## config.mk

```make
export PLATFORM = sky130hd
export DESIGN_NAME = ami_spi_responder
export DESIGN_NICKNAME = d
export VERILOG_FILES = /design/src/rtl/ami_spi_pkg.sv /design/src/rtl/spi_input_sync.sv /design/src/rtl/ami_spi_responder.sv
export SDC_FILE = /design/constraint.sdc
export NUM_CORES = 1
export LEC_CHECK = 0
export ABC_AREA = 0
export BUFFER_PORTS_ARGS = -buffer_cell sky130_fd_sc_hd__buf_4
export CAP_MARGIN = 30
export CORE_MARGIN = 10
export CORE_UTILIZATION = 45
export DETAILED_ROUTE_END_ITERATION = 8
export PLACE_DENSITY = 0.71
export SLEW_MARGIN = 20
export SYNTH_ARGS = -nofsm -noshare
export SYNTH_HDL_FRONTEND = slang
export SYNTH_SLANG_ARGS = --single-unit
```

## constraint.sdc

```tcl
create_clock -name sysClk -period 12.25 [get_ports sysClk]
set_input_delay 1.8375 -clock sysClk [delete_from_list [all_inputs] [get_ports sysClk]]
set_output_delay 1.8375 -clock sysClk [all_outputs]
set_load 0.01 [all_outputs]
```

## src/rtl/ami_spi_pkg.sv

```systemverilog
// ============================================================================
// Module   : ami_spi_pkg
// Brief    : Shared state encoding and frame-field constants for the AMI SPI responder.
// Revision : 1.0
// ============================================================================
`timescale 1ns/1ps
`default_nettype none

package ami_spi_pkg;

    typedef enum logic [2:0] {
        S_WAIT_IDLE = 3'd0,
        S_IDLE      = 3'd1,
        S_CMD       = 3'd2,
        S_DATA      = 3'd3,
        S_DONE      = 3'd4,
        S_OVERRUN   = 3'd5
    } state_e;

    localparam int   CMD_BITS         = 8;
    localparam logic RW_READ          = 1'b1;
    localparam int   ADDR_FIELD_WIDTH = 7;

    // True when the 7-bit address field selects an implemented register.
    function automatic logic addr_in_range(input logic [ADDR_FIELD_WIDTH-1:0] addr,
                                           input int aw);
        return (32'(addr) >> aw) == 32'd0;
    endfunction

endpackage

`default_nettype wire

```

## src/rtl/spi_input_sync.sv

```systemverilog
// ============================================================================
// Module   : spi_input_sync
// Brief    : Multi-flop synchronizer with rise/fall detection on the synced level.
// Revision : 1.0
// ============================================================================
`timescale 1ns/1ps
`default_nettype none

module spi_input_sync #(
    parameter int STAGES = 2
) (
    input  logic clk,
    input  logic rst,
    input  logic i_async,
    output logic o_sync,
    output logic o_rise,
    output logic o_fall
);

    logic [STAGES-1:0] sync_q;
    logic [STAGES-1:0] sync_d;
    logic              prev_q;
    logic              prev_d;

    always_comb begin
        sync_d = {sync_q[STAGES-2:0], i_async};
        prev_d = sync_q[STAGES-1];
    end

    always_ff @(posedge clk or posedge rst) begin
        if (rst) begin
            sync_q <= '0;
            prev_q <= 1'b0;
        end else begin
            sync_q <= sync_d;
            prev_q <= prev_d;
        end
    end

    assign o_sync = sync_q[STAGES-1];
    assign o_rise = sync_q[STAGES-1] & ~prev_q;
    assign o_fall = ~sync_q[STAGES-1] & prev_q;

endmodule

`default_nettype wire

```

## src/rtl/ami_spi_responder.sv

```systemverilog
// ============================================================================
// Module   : ami_spi_responder
// Brief    : Oversampling SPI mode-0 slave decoding R/nW+addr+data frames into a register file.
// Revision : 1.0
// ============================================================================
`timescale 1ns/1ps
`default_nettype none

module ami_spi_responder
    import ami_spi_pkg::*;
#(
    parameter int                    ADDR_WIDTH  = 4,
    parameter int                    DATA_WIDTH  = 16,
    parameter int                    SYNC_STAGES = 2,
    parameter logic [DATA_WIDTH-1:0] RESET_VALUE = 16'h0000
) (
    input  logic                                   sysClk,
    input  logic                                   sysReset,
    input  logic                                   SPI_CLK,
    input  logic                                   SPI_CSB,
    input  logic                                   SPI_SDI,
    output logic                                   SPI_SDO,
    output logic                                   SPI_SDO_OE,
    output logic [(2**ADDR_WIDTH)*DATA_WIDTH-1:0]  regFile,
    output logic                                   wrStrobe,
    output logic [ADDR_WIDTH-1:0]                  wrAddr,
    output logic                                   frameError,
    output logic [15:0]                            frameCount
);

    localparam int NUM_REGS   = 2**ADDR_WIDTH;
    localparam int FRAME_BITS = CMD_BITS + DATA_WIDTH;
    localparam int CNT_W      = $clog2(FRAME_BITS + 1);

    // Only SCLK edges matter; its synced level is intentionally left unused.
    logic sclk_sync_unused;
    logic sclk_rise;
    logic sclk_fall;
    logic csb_sync;
    logic csb_rise;
    logic csb_fall;
    logic sdi_sync;

    spi_input_sync #(.STAGES(SYNC_STAGES)) u_sclk_sync (
        .clk     (sysClk),
        .rst     (sysReset),
        .i_async (SPI_CLK),
        .o_sync  (sclk_sync_unused),
        .o_rise  (sclk_rise),
        .o_fall  (sclk_fall)
    );

    spi_input_sync #(.STAGES(SYNC_STAGES)) u_csb_sync (
        .clk     (sysClk),
        .rst     (sysReset),
        .i_async (SPI_CSB),
        .o_sync  (csb_sync),
        .o_rise  (csb_rise),
        .o_fall  (csb_fall)
    );

    logic [SYNC_STAGES-1:0] sdi_sync_q;
    logic [SYNC_STAGES-1:0] sdi_sync_d;

    always_comb begin
        sdi_sync_d = {sdi_sync_q[SYNC_STAGES-2:0], SPI_SDI};
    end

    assign sdi_sync = sdi_sync_q[SYNC_STAGES-1];

    state_e                        state_q, state_d;
    logic [CNT_W-1:0]              bit_cnt_q, bit_cnt_d;
    logic [CMD_BITS-1:0]           cmd_shift_q, cmd_shift_d;
    logic                          rw_q, rw_d;
    logic [ADDR_FIELD_WIDTH-1:0]   addr_q, addr_d;
    logic [DATA_WIDTH-1:0]         data_shift_q, data_shift_d;
    logic [DATA_WIDTH-1:0]         out_shift_q, out_shift_d;
    logic                          sdo_q, sdo_d;
    logic                          oe_q, oe_d;
    logic                          wr_strobe_q, wr_strobe_d;
    logic [ADDR_WIDTH-1:0]         wr_addr_q, wr_addr_d;
    logic                          frame_err_q, frame_err_d;
    logic [15:0]                   frame_cnt_q, frame_cnt_d;
    logic [DATA_WIDTH-1:0]         regs_q [NUM_REGS];
    logic [DATA_WIDTH-1:0]         regs_d [NUM_REGS];
    logic [CMD_BITS-1:0]           cmd_next;
    logic                          commit;

    always_comb begin
        state_d      = state_q;
        bit_cnt_d    = bit_cnt_q;
        cmd_shift_d  = cmd_shift_q;
        rw_d         = rw_q;
        addr_d       = addr_q;
        data_shift_d = data_shift_q;
        out_shift_d  = out_shift_q;
        sdo_d        = sdo_q;
        oe_d         = oe_q;
        wr_strobe_d  = 1'b0;
        wr_addr_d    = wr_addr_q;
        frame_err_d  = 1'b0;
        frame_cnt_d  = frame_cnt_q;
        commit       = 1'b0;
        cmd_next     = {cmd_shift_q[CMD_BITS-2:0], sdi_sync};

        // CSB rising is tested before SCLK edges so a coincident edge is dropped.
        unique case (state_q)
            S_WAIT_IDLE: begin
                if (csb_sync) begin
                    state_d = S_IDLE;
                end
            end
            S_IDLE: begin
                if (csb_fall) begin
                    bit_cnt_d    = '0;
                    cmd_shift_d  = '0;
                    data_shift_d = '0;
                    out_shift_d  = '0;
                    sdo_d        = 1'b0;
                    oe_d         = 1'b1;
                    state_d      = S_CMD;
                end
            end
            S_CMD: begin
                if (csb_rise) begin
                    frame_err_d = 1'b1;
                    state_d     = S_IDLE;
                end else if (sclk_rise) begin
                    cmd_shift_d = cmd_next;
                    bit_cnt_d   = bit_cnt_q + 1'b1;
                    if (bit_cnt_q == CNT_W'(CMD_BITS - 1)) begin
                        rw_d   = cmd_next[CMD_BITS-1];
                        addr_d = cmd_next[ADDR_FIELD_WIDTH-1:0];
                        if (cmd_next[CMD_BITS-1] == RW_READ &&
                            addr_in_range(cmd_next[ADDR_FIELD_WIDTH-1:0], ADDR_WIDTH)) begin
                            out_shift_d = regs_q[cmd_next[ADDR_WIDTH-1:0]];
                        end else begin
                            out_shift_d = '0;
                        end
                        state_d = S_DATA;
                    end
                end
            end
            S_DATA: begin
                if (csb_rise) begin
                    frame_err_d = 1'b1;
                    state_d     = S_IDLE;
                end else if (sclk_rise) begin
                    data_shift_d = {data_shift_q[DATA_WIDTH-2:0], sdi_sync};
                    bit_cnt_d    = bit_cnt_q + 1'b1;
                    if (bit_cnt_q == CNT_W'(FRAME_BITS - 1)) begin
                        state_d = S_DONE;
                    end
                end else if (sclk_fall) begin
                    sdo_d       = out_shift_q[DATA_WIDTH-1];
                    out_shift_d = out_shift_q << 1;
                end
            end
            S_DONE: begin
                if (csb_rise) begin
                    frame_cnt_d = frame_cnt_q + 16'd1;
                    if (rw_q != RW_READ && addr_in_range(addr_q, ADDR_WIDTH)) begin
                        commit      = 1'b1;
                        wr_strobe_d = 1'b1;
                        wr_addr_d   = addr_q[ADDR_WIDTH-1:0];
                    end
                    state_d = S_IDLE;
                end else if (sclk_rise) begin
                    sdo_d   = 1'b0;
                    state_d = S_OVERRUN;
                end else if (sclk_fall) begin
                    // Shift register is drained by now, so this presents 0.
                    sdo_d       = out_shift_q[DATA_WIDTH-1];
                    out_shift_d = out_shift_q << 1;
                end
            end
            S_OVERRUN: begin
                sdo_d = 1'b0;
                if (csb_rise) begin
                    frame_err_d = 1'b1;
                    state_d     = S_IDLE;
                end
            end
            default: begin
                state_d = S_WAIT_IDLE;
            end
        endcase

        if (csb_sync) begin
            oe_d  = 1'b0;
            sdo_d = 1'b0;
        end
    end

    always_comb begin
        regs_d = regs_q;
        if (commit) begin
            regs_d[addr_q[ADDR_WIDTH-1:0]] = data_shift_q;
        end
    end

    always_ff @(posedge sysClk or posedge sysReset) begin
        if (sysReset) begin
            sdi_sync_q   <= '0;
            state_q      <= S_WAIT_IDLE;
            bit_cnt_q    <= '0;
            cmd_shift_q  <= '0;
            rw_q         <= 1'b0;
            addr_q       <= '0;
            data_shift_q <= '0;
            out_shift_q  <= '0;
            sdo_q        <= 1'b0;
            oe_q         <= 1'b0;
            wr_strobe_q  <= 1'b0;
            wr_addr_q    <= '0;
            frame_err_q  <= 1'b0;
            frame_cnt_q  <= '0;
            for (int i = 0; i < NUM_REGS; i++) begin
                regs_q[i] <= RESET_VALUE;
            end
        end else begin
            sdi_sync_q   <= sdi_sync_d;
            state_q      <= state_d;
            bit_cnt_q    <= bit_cnt_d;
            cmd_shift_q  <= cmd_shift_d;
            rw_q         <= rw_d;
            addr_q       <= addr_d;
            data_shift_q <= data_shift_d;
            out_shift_q  <= out_shift_d;
            sdo_q        <= sdo_d;
            oe_q         <= oe_d;
            wr_strobe_q  <= wr_strobe_d;
            wr_addr_q    <= wr_addr_d;
            frame_err_q  <= frame_err_d;
            frame_cnt_q  <= frame_cnt_d;
            regs_q       <= regs_d;
        end
    end

    for (genvar g = 0; g < NUM_REGS; g++) begin : g_flat
        assign regFile[g*DATA_WIDTH +: DATA_WIDTH] = regs_q[g];
    end

    assign SPI_SDO    = sdo_q;
    assign SPI_SDO_OE = oe_q;
    assign wrStrobe   = wr_strobe_q;
    assign wrAddr     = wr_addr_q;
    assign frameError = frame_err_q;
    assign frameCount = frame_cnt_q;

endmodule

`default_nettype wire

```

## Word level (Yosys, flattened, before mapping)

Index checks and enable logic that the tools add are counted.
W data, S select, Z words.

| storage, ports and cells | value |
|---|---|
| register bits | 343 |
| input bits | 5 |
| output and inout port bits | 280 |
| word-level logic and storage cells | 160 |

| cells by class | value |
|---|---|
| add/sub/neg operators | 2 |
| magnitude comparators | 3 |
| equality and inequality tests | 29 |
| multiplexer cells | 54 |
| bitwise operators | 12 |
| reduce and logical (&&, ||, !) cells | 26 |

Operators with widths:

| cell | count |
|---|---|
| $bwmux W256 | 1 |
| $mux W16 | 13 |
| $bmux W16 S4 | 1 |
| $demux W16 S4 | 1 |
| $logic_not A32 Y1 | 2 |
| $pmux W16 S3 | 1 |
| $mux W3 | 11 |
| $pmux W16 S2 | 1 |
| $mux W7 | 3 |
| $ne A2 B2 Y1 const B | 10 |
| $pmux W3 S6 | 1 |
| $add A16 B1 Y16 const B | 1 |
| $reduce_and A4 Y1 | 4 |
| $reduce_and A8 Y1 | 2 |
| $mux W1 | 15 |
| $mux W5 | 3 |
| $ne A3 B3 Y1 const B | 5 |
| $pmux W7 S2 | 1 |
| $ne A3 B2 Y1 const B | 4 |
| $ge A5 B5 Y1 const B | 2 |
| $not A4 Y5 | 2 |
| $pmux W5 S2 | 1 |
| $reduce_bool A2 Y1 | 5 |
| $eq A3 B2 Y1 const B | 2 |
| 19 further kinds | 34 |

## Logic depth before layout (Yosys ltp)

| depth | value |
|---|---|
| depth in word-level cells | 9 |
| mapped depth | 9 |
| depth with buffers taken out | 6 |

## By module

Synthesis repeated with hierarchy kept, for this count alone.

| unflattened totals | value |
|---|---|
| cells, all modules | 1,043 |
| area, all modules | 15,383.5 µm² |

Modules (own cells, without submodules):

| module | times used | cells each | area an instance (µm²) | sequential area each (µm²) |
|---|---|---|---|---|
| ami_spi_responder | 1 | 1,031 | 15,195.8 | 8,433.1 |
| spi_input_sync | 2 | 6 | 93.8 | 75.1 |

## Worst setup path after synthesis

No wires, ideal clock.

| path | value |
|---|---|
| path type | flip-flop to flip-flop |
| from | reg sdi_sync_q[1] |
| to | reg out_shift_q[10] |
| library setup time | 0.125 ns |
| arrival | 2.200 ns |
| required time | 12.125 ns |
| slack | 9.926 ns |
| stages on the path, launching flop included | 8 |
| buffers on the path | 2 |
| period minus slack after synthesis | 2.324 ns |
| cell sequence | dfrtp_1 > clkbuf_1 > clkbuf_1 > mux4_2 > a22oi_1 > nand2_1 > a22o_1 > mux2_2 |

| on the way | value |
|---|---|
| longest elaborated chain between the ends | 9 |

RTL lines:

| item | line | text |
|---|---|---|
| start: declaration | ami_spi_responder.sv:62 | `logic [SYNC_STAGES-1:0] sdi_sync_q;` |
| start signal: assignment | ami_spi_responder.sv:222 | `sdi_sync_q <= sdi_sync_d;` |
| $not A4 Y5 (not written as such) | ami_spi_responder.sv:136 | `out_shift_d = regs_q[cmd_next[ADDR_WIDTH-1:0]];` |
| $bmux W16 S4 | ami_spi_responder.sv:136 |  |
| $mux W16 (not written as such) (2 in a row) | ami_spi_responder.sv:136 |  |
| $mux W16 | ami_spi_responder.sv:134 | `if (cmd_next[CMD_BITS-1] == RW_READ &&` |
| $mux W16 | ami_spi_responder.sv:131 | `if (bit_cnt_q == CNT_W'(CMD_BITS - 1)) begin` |
| $mux W16 | ami_spi_responder.sv:128 | `end else if (sclk_rise) begin` |
| $mux W16 | ami_spi_responder.sv:125 | `if (csb_rise) begin` |
| $pmux W16 S3 | ami_spi_responder.sv:107 | `unique case (state_q)` |
| end signal: assignment | ami_spi_responder.sv:229 | `out_shift_q <= out_shift_d;` |
| end: declaration | ami_spi_responder.sv:77 | `logic [DATA_WIDTH-1:0] out_shift_q, out_shift_d;` |

No other way between the ends. The select of a mux whose other input is x is not followed.
A chain may end at the register's enable or synchronous reset.

## Worst setup path in the final report

| path | value |
|---|---|
| from | reg state_q[2] |
| to | reg regs_q (netlist bit regFile[236]) |

| on the way | value |
|---|---|
| longest elaborated chain between the ends | 2 |

RTL lines:

| item | line | text |
|---|---|---|
| start: declaration | ami_spi_responder.sv:71 | `state_e state_q, state_d;` |
| start signal: assignment | ami_spi_responder.sv:223 | `state_q <= state_d;` |
| $eq A3 B3 Y1 | ami_spi_responder.sv:107 |  |
| $mux W1 | ami_spi_responder.sv:107 |  |
| net commit | ami_spi_responder.sv:87 | `logic commit;` |
| end signal: assignment | ami_spi_responder.sv:236 | `regs_q <= regs_d;` |
| end: declaration | ami_spi_responder.sv:84 | `logic [DATA_WIDTH-1:0] regs_q [NUM_REGS];` |

The timed path passes the listed nets, and every way through them passes these cells.

==> reports/qor_table.md <==
| Quantity | Reported | Unit |
|---|---|---|
| Mean routed wirelength per cell | 25.56 | um |
| Worst vdd rail ir drop | 0.1159 | mV |
| Final count of hold timing violations | 0 | - |
| Global Route Usage Sum | 21.92 | % |
| Number of standard cells in the final layout excluding fillers | 1803 | - |
| Hold buffer count at CTS | 0 | - |
| Cell count after synthesis | 1062 | - |
| CTS Root Buffer Type | sky130_fd_sc_hd__clkbuf_16 | - |
| Critical path fanouts, max | 26 | - |
| Die Footprint | 41830 | um2 |
| Die outline height | 204.5 | um |
| Pre-CTS WS | 8792 | ps |
| Final Worst Setup Slack | 8978 | ps |
| Horiz. Die Dim | 204.5 | um |
| Initial antenna violation count | 0 | - |
| Global route total overflow | 0 | - |
| Number of placed instances, taps included | 1736 | - |
| Achievable clock frequency | 305.6 | MHz |
| P_leak | 9.619 | nW |
| Number of cell rows | 67 | - |
| Global routing's busiest layer | met2 | - |
| First-pass iteration count of the detailed router | 4 | - |
| Worst hold path type | reg -> reg | - |
| Area of the core | 33530 | um2 |
| Vias in the first global route | 10.81k | - |
| Setup repair after global routing missed its margin | false | - |
| Setup TNS | 0 | ps |
| Final critical-path required period | 3272 | ps |
| CTS resizes | 0 | - |
| Biggest area contributors in the synthesized netlist | sky130_fd_sc_hd__dfrtp_1 (56%), sky130_fd_sc_hd__mux2_2 (18%), sky130_fd_sc_hd__mux4_2 (9.4%) | - |
| Via density per instance | 5.689 | - |
| Kind of critical path | reg -> reg | - |
| Asr flop ratio synth | 100.0 | % |
| Arrival time reported for the critical path endpoint | 3680 | ps |
| I/O pin cnt | 285 | - |
| Worst slew margin | 36.08 | % |
| Number of flops mapped to enable cells by yosys | 0 | - |
| Status | completed | - |
| Clock latency of the later-clocked register in the worst-skew pair | 530 | ps |
| DRT antenna net count | 0 | - |
| Clock Sinks | 343 | - |
| Post-synthesis register bit count | 343 | - |
| Met2 capacity usage during global routing | 35.05 | % |
| Total half-perimeter wirelength after legalization and detailed placement | 32120 | um |
| Setup slack of the worst register-to-register path | 8980 | ps |
| Cell accounting for the most synthesized area | sky130_fd_sc_hd__dfrtp_1 | - |
| DRC violation count after routing | 0 | - |
| Endpoint of the most critical setup path | regFile[236]$_DFFE_PP0P_ | - |
| Terminus of the critical flop-to-flop path | regFile[236]$_DFFE_PP0P_ | - |
| Share of post-route cells with drive strength above 1 | 51.44 | % |
| Critical path startpoint | state_q[2]$_DFFE_PP0P_ | - |
| Number of library cell types mapped by synthesis | 52 | - |
| Grt met3 use | 6.050 | % |
| Number of maximum-capacitance constraint violations | 0 | - |
| Global Route met1 Usage | 29.35 | % |
| Clock-pin slew on the worst setup and hold paths | 60 | ps |
| Synthesis-to-layout area growth | 25.51 | % |
| Final Routed Wirelength | 46080 | um |
| Mapped Nets | 1069 | - |
| Origin of the critical flop-to-flop path | state_q[2]$_DFFE_PP0P_ | - |
| Post-CTS setup-driven buffer insertion count | 0 | - |
| Fraction of synthesized cell area taken by the top area cell type | 56.02 | % |
| Most common cell after layout, fill and taps aside | sky130_fd_sc_hd__dfrtp_1 | - |
| CTS tree | done | - |
| Count of antenna diodes in the layout | 0 | - |
| Critical Path Source Type | flip-flop | - |
| Worst r2r path cells | 7 | - |
| Vias after detailed routing | 10.26k | - |
| # H-tree levels | 2 | - |
| Sequential element share of the synthesized area | 56.02 | % |
| Port Buffer Count | 284 | - |
| Num CTS Buffers | 37 | - |
| Net count, final | 1336 | - |
| Number of endpoints failing setup at the final stage | 0 | - |
| Max Transition Viols Final | 0 | - |
| Initial core utilization | 45.69 | % |
| Synth warn | 0 | - |
| Crit path required time | 12650 | ps |
| Average footprint of a synthesized cell | 14.43 | um2 |
| Maximum root-to-sink buffer count | 3 | - |
| Combined area of all synthesized cells | 15320 | um2 |
| Pwr per Cell Area | 139.3 | nW/um2 |
| Most frequent cells in the layout | sky130_fd_sc_hd__dfrtp_1 (341), sky130_fd_sc_hd__buf_4 (299), sky130_fd_sc_hd__mux2_2 (242) | - |
| Maximum number of pins on one net before global-route repair | 141 | - |
| Portion of the clock cycle consumed by the worst path in the final layout | 26.71 | % |
| Clk_skew | 15.04 | ps |
| Leading register cell type out of synthesis | sky130_fd_sc_hd__dfrtp_1 | - |
| Number of DRC violations after detailed-routing iteration 0 | 778 | - |
| First-pass GRT wire length | 70320 | um |
| Slew @ Worst Pin | 958.8 | ps |
| Crit path capture type | flip-flop | - |
| Placer congestion estimate | 0.7955 | - |
-- per-stage QoR --
step           hold WS [ps]  util (%)  total power [mW]  instance area (um2)
4_1_cts               340.2     57.26             2.699                19200
3_3_place_gp          333.2     53.11             1.507                17810
5_1_grt               355.8     57.35             2.777                19230
2_1_floorplan         331.2         -             1.419                15320
3_5_place_dp          334.7     53.41             1.517                17910
6_report              341.1     57.35             2.678                19230
-- critical path: stages, from the launching register on --
cell and delay, ps:
sky130_fd_sc_hd__dfrtp_1 820, sky130_fd_sc_hd__nor3b_4 370, sky130_fd_sc_hd__nand3_2 210, sky130_fd_sc_hd__clkinv_2 200, sky130_fd_sc_hd__nand3b_2 160, sky130_fd_sc_hd__nor2_2 670, sky130_fd_sc_hd__buf_4 360, sky130_fd_sc_hd__mux2_2 370
-- synth_stat cells (all sizes together), types with 2 or more instances --
cell and instances:
a21oi 2, a22o 15, a22oi 34, a32oi 2
and2 4, and3 3, and4 2, buf 41
clkbuf 39, dfrtp 343, ha 2, inv 4
mux2 282, mux4 64, nand2 81, nand2b 6
nand3 16, nand3b 3, nand4 3, nor2 23
nor2b 8, nor3 4, nor3b 3, nor4 2
o21ai 34, o31ai 5, or2 3, or3 4
xnor2 13, xor2 5
-- area by class of cell --
type / count / area, um2
Fill cell: 2745 / 14300
Sequential cell: 343 / 8591
Multi-Input combinational cell: 634 / 6365
Timing Repair Buffer: 308 / 2397
Clock buffer: 54 / 1080
Tap cell: 448 / 560.5
Clock inverter: 11 / 209.0
Inverter: 5 / 27.53
-- worst min path at each step --
stage,depth (start not counted),slack [ps],from,endpoint
global route,0,360,sdi_sync_q[0]$_DFF_PP0_,sdi_sync_q[1]$_DFF_PP0_
floorplan,0,330,sdi_sync_q[0]$_DFF_PP0_,sdi_sync_q[1]$_DFF_PP0_
finish,0,340,sdi_sync_q[0]$_DFF_PP0_,sdi_sync_q[1]$_DFF_PP0_
CTS,0,340,sdi_sync_q[0]$_DFF_PP0_,sdi_sync_q[1]$_DFF_PP0_
detailed placement,0,330,sdi_sync_q[0]$_DFF_PP0_,sdi_sync_q[1]$_DFF_PP0_
global placement,0,330,sdi_sync_q[0]$_DFF_PP0_,sdi_sync_q[1]$_DFF_PP0_
-- registers in the layout (all words and copies together), names as in the netlist --
signal and cells:
data_shift_q 16, frameCount 16, out_shift_q 16, SPI_SDO_OE 1, u_sclk_sync.prev_q 1, regFile 256, addr_q 7, wrAddr 4
state_q 3, frameError 1, u_csb_sync.prev_q 1, SPI_SDO 1, u_sclk_sync.sync_q 2, sdi_sync_q 2, cmd_shift_q 7, bit_cnt_q 5
u_csb_sync.sync_q 2, wrStrobe 1, rw_q 1
-- cells by family (layout without fill, tap and decap cells) --
logic type	after synthesis	count (layout)	synth area share, %
compound gates	100	100	4.508
simple gates	167	167	5.455
flops	343	343	56.02
buf+inv	85	378	2.621
fa+ha+maj	2	2	0.1633
mux	347	347	30.20
xor+xnor	18	18	1.029
-- power by group --
part	internal, mW	switching, mW
sequential	1.15	0.0774
clock	0.722	0.457
combinational	0.104	0.166
-- metal layers --
metal	vias up	share of wire, %	wire length [um]
li1	4440	-	-
met1	5448	43	19730
met2	329	48	22060
met3	41	7.6	3517
met4	0	1.7	769
met5	-	0	0
Power figures use the tool's default switching activity.
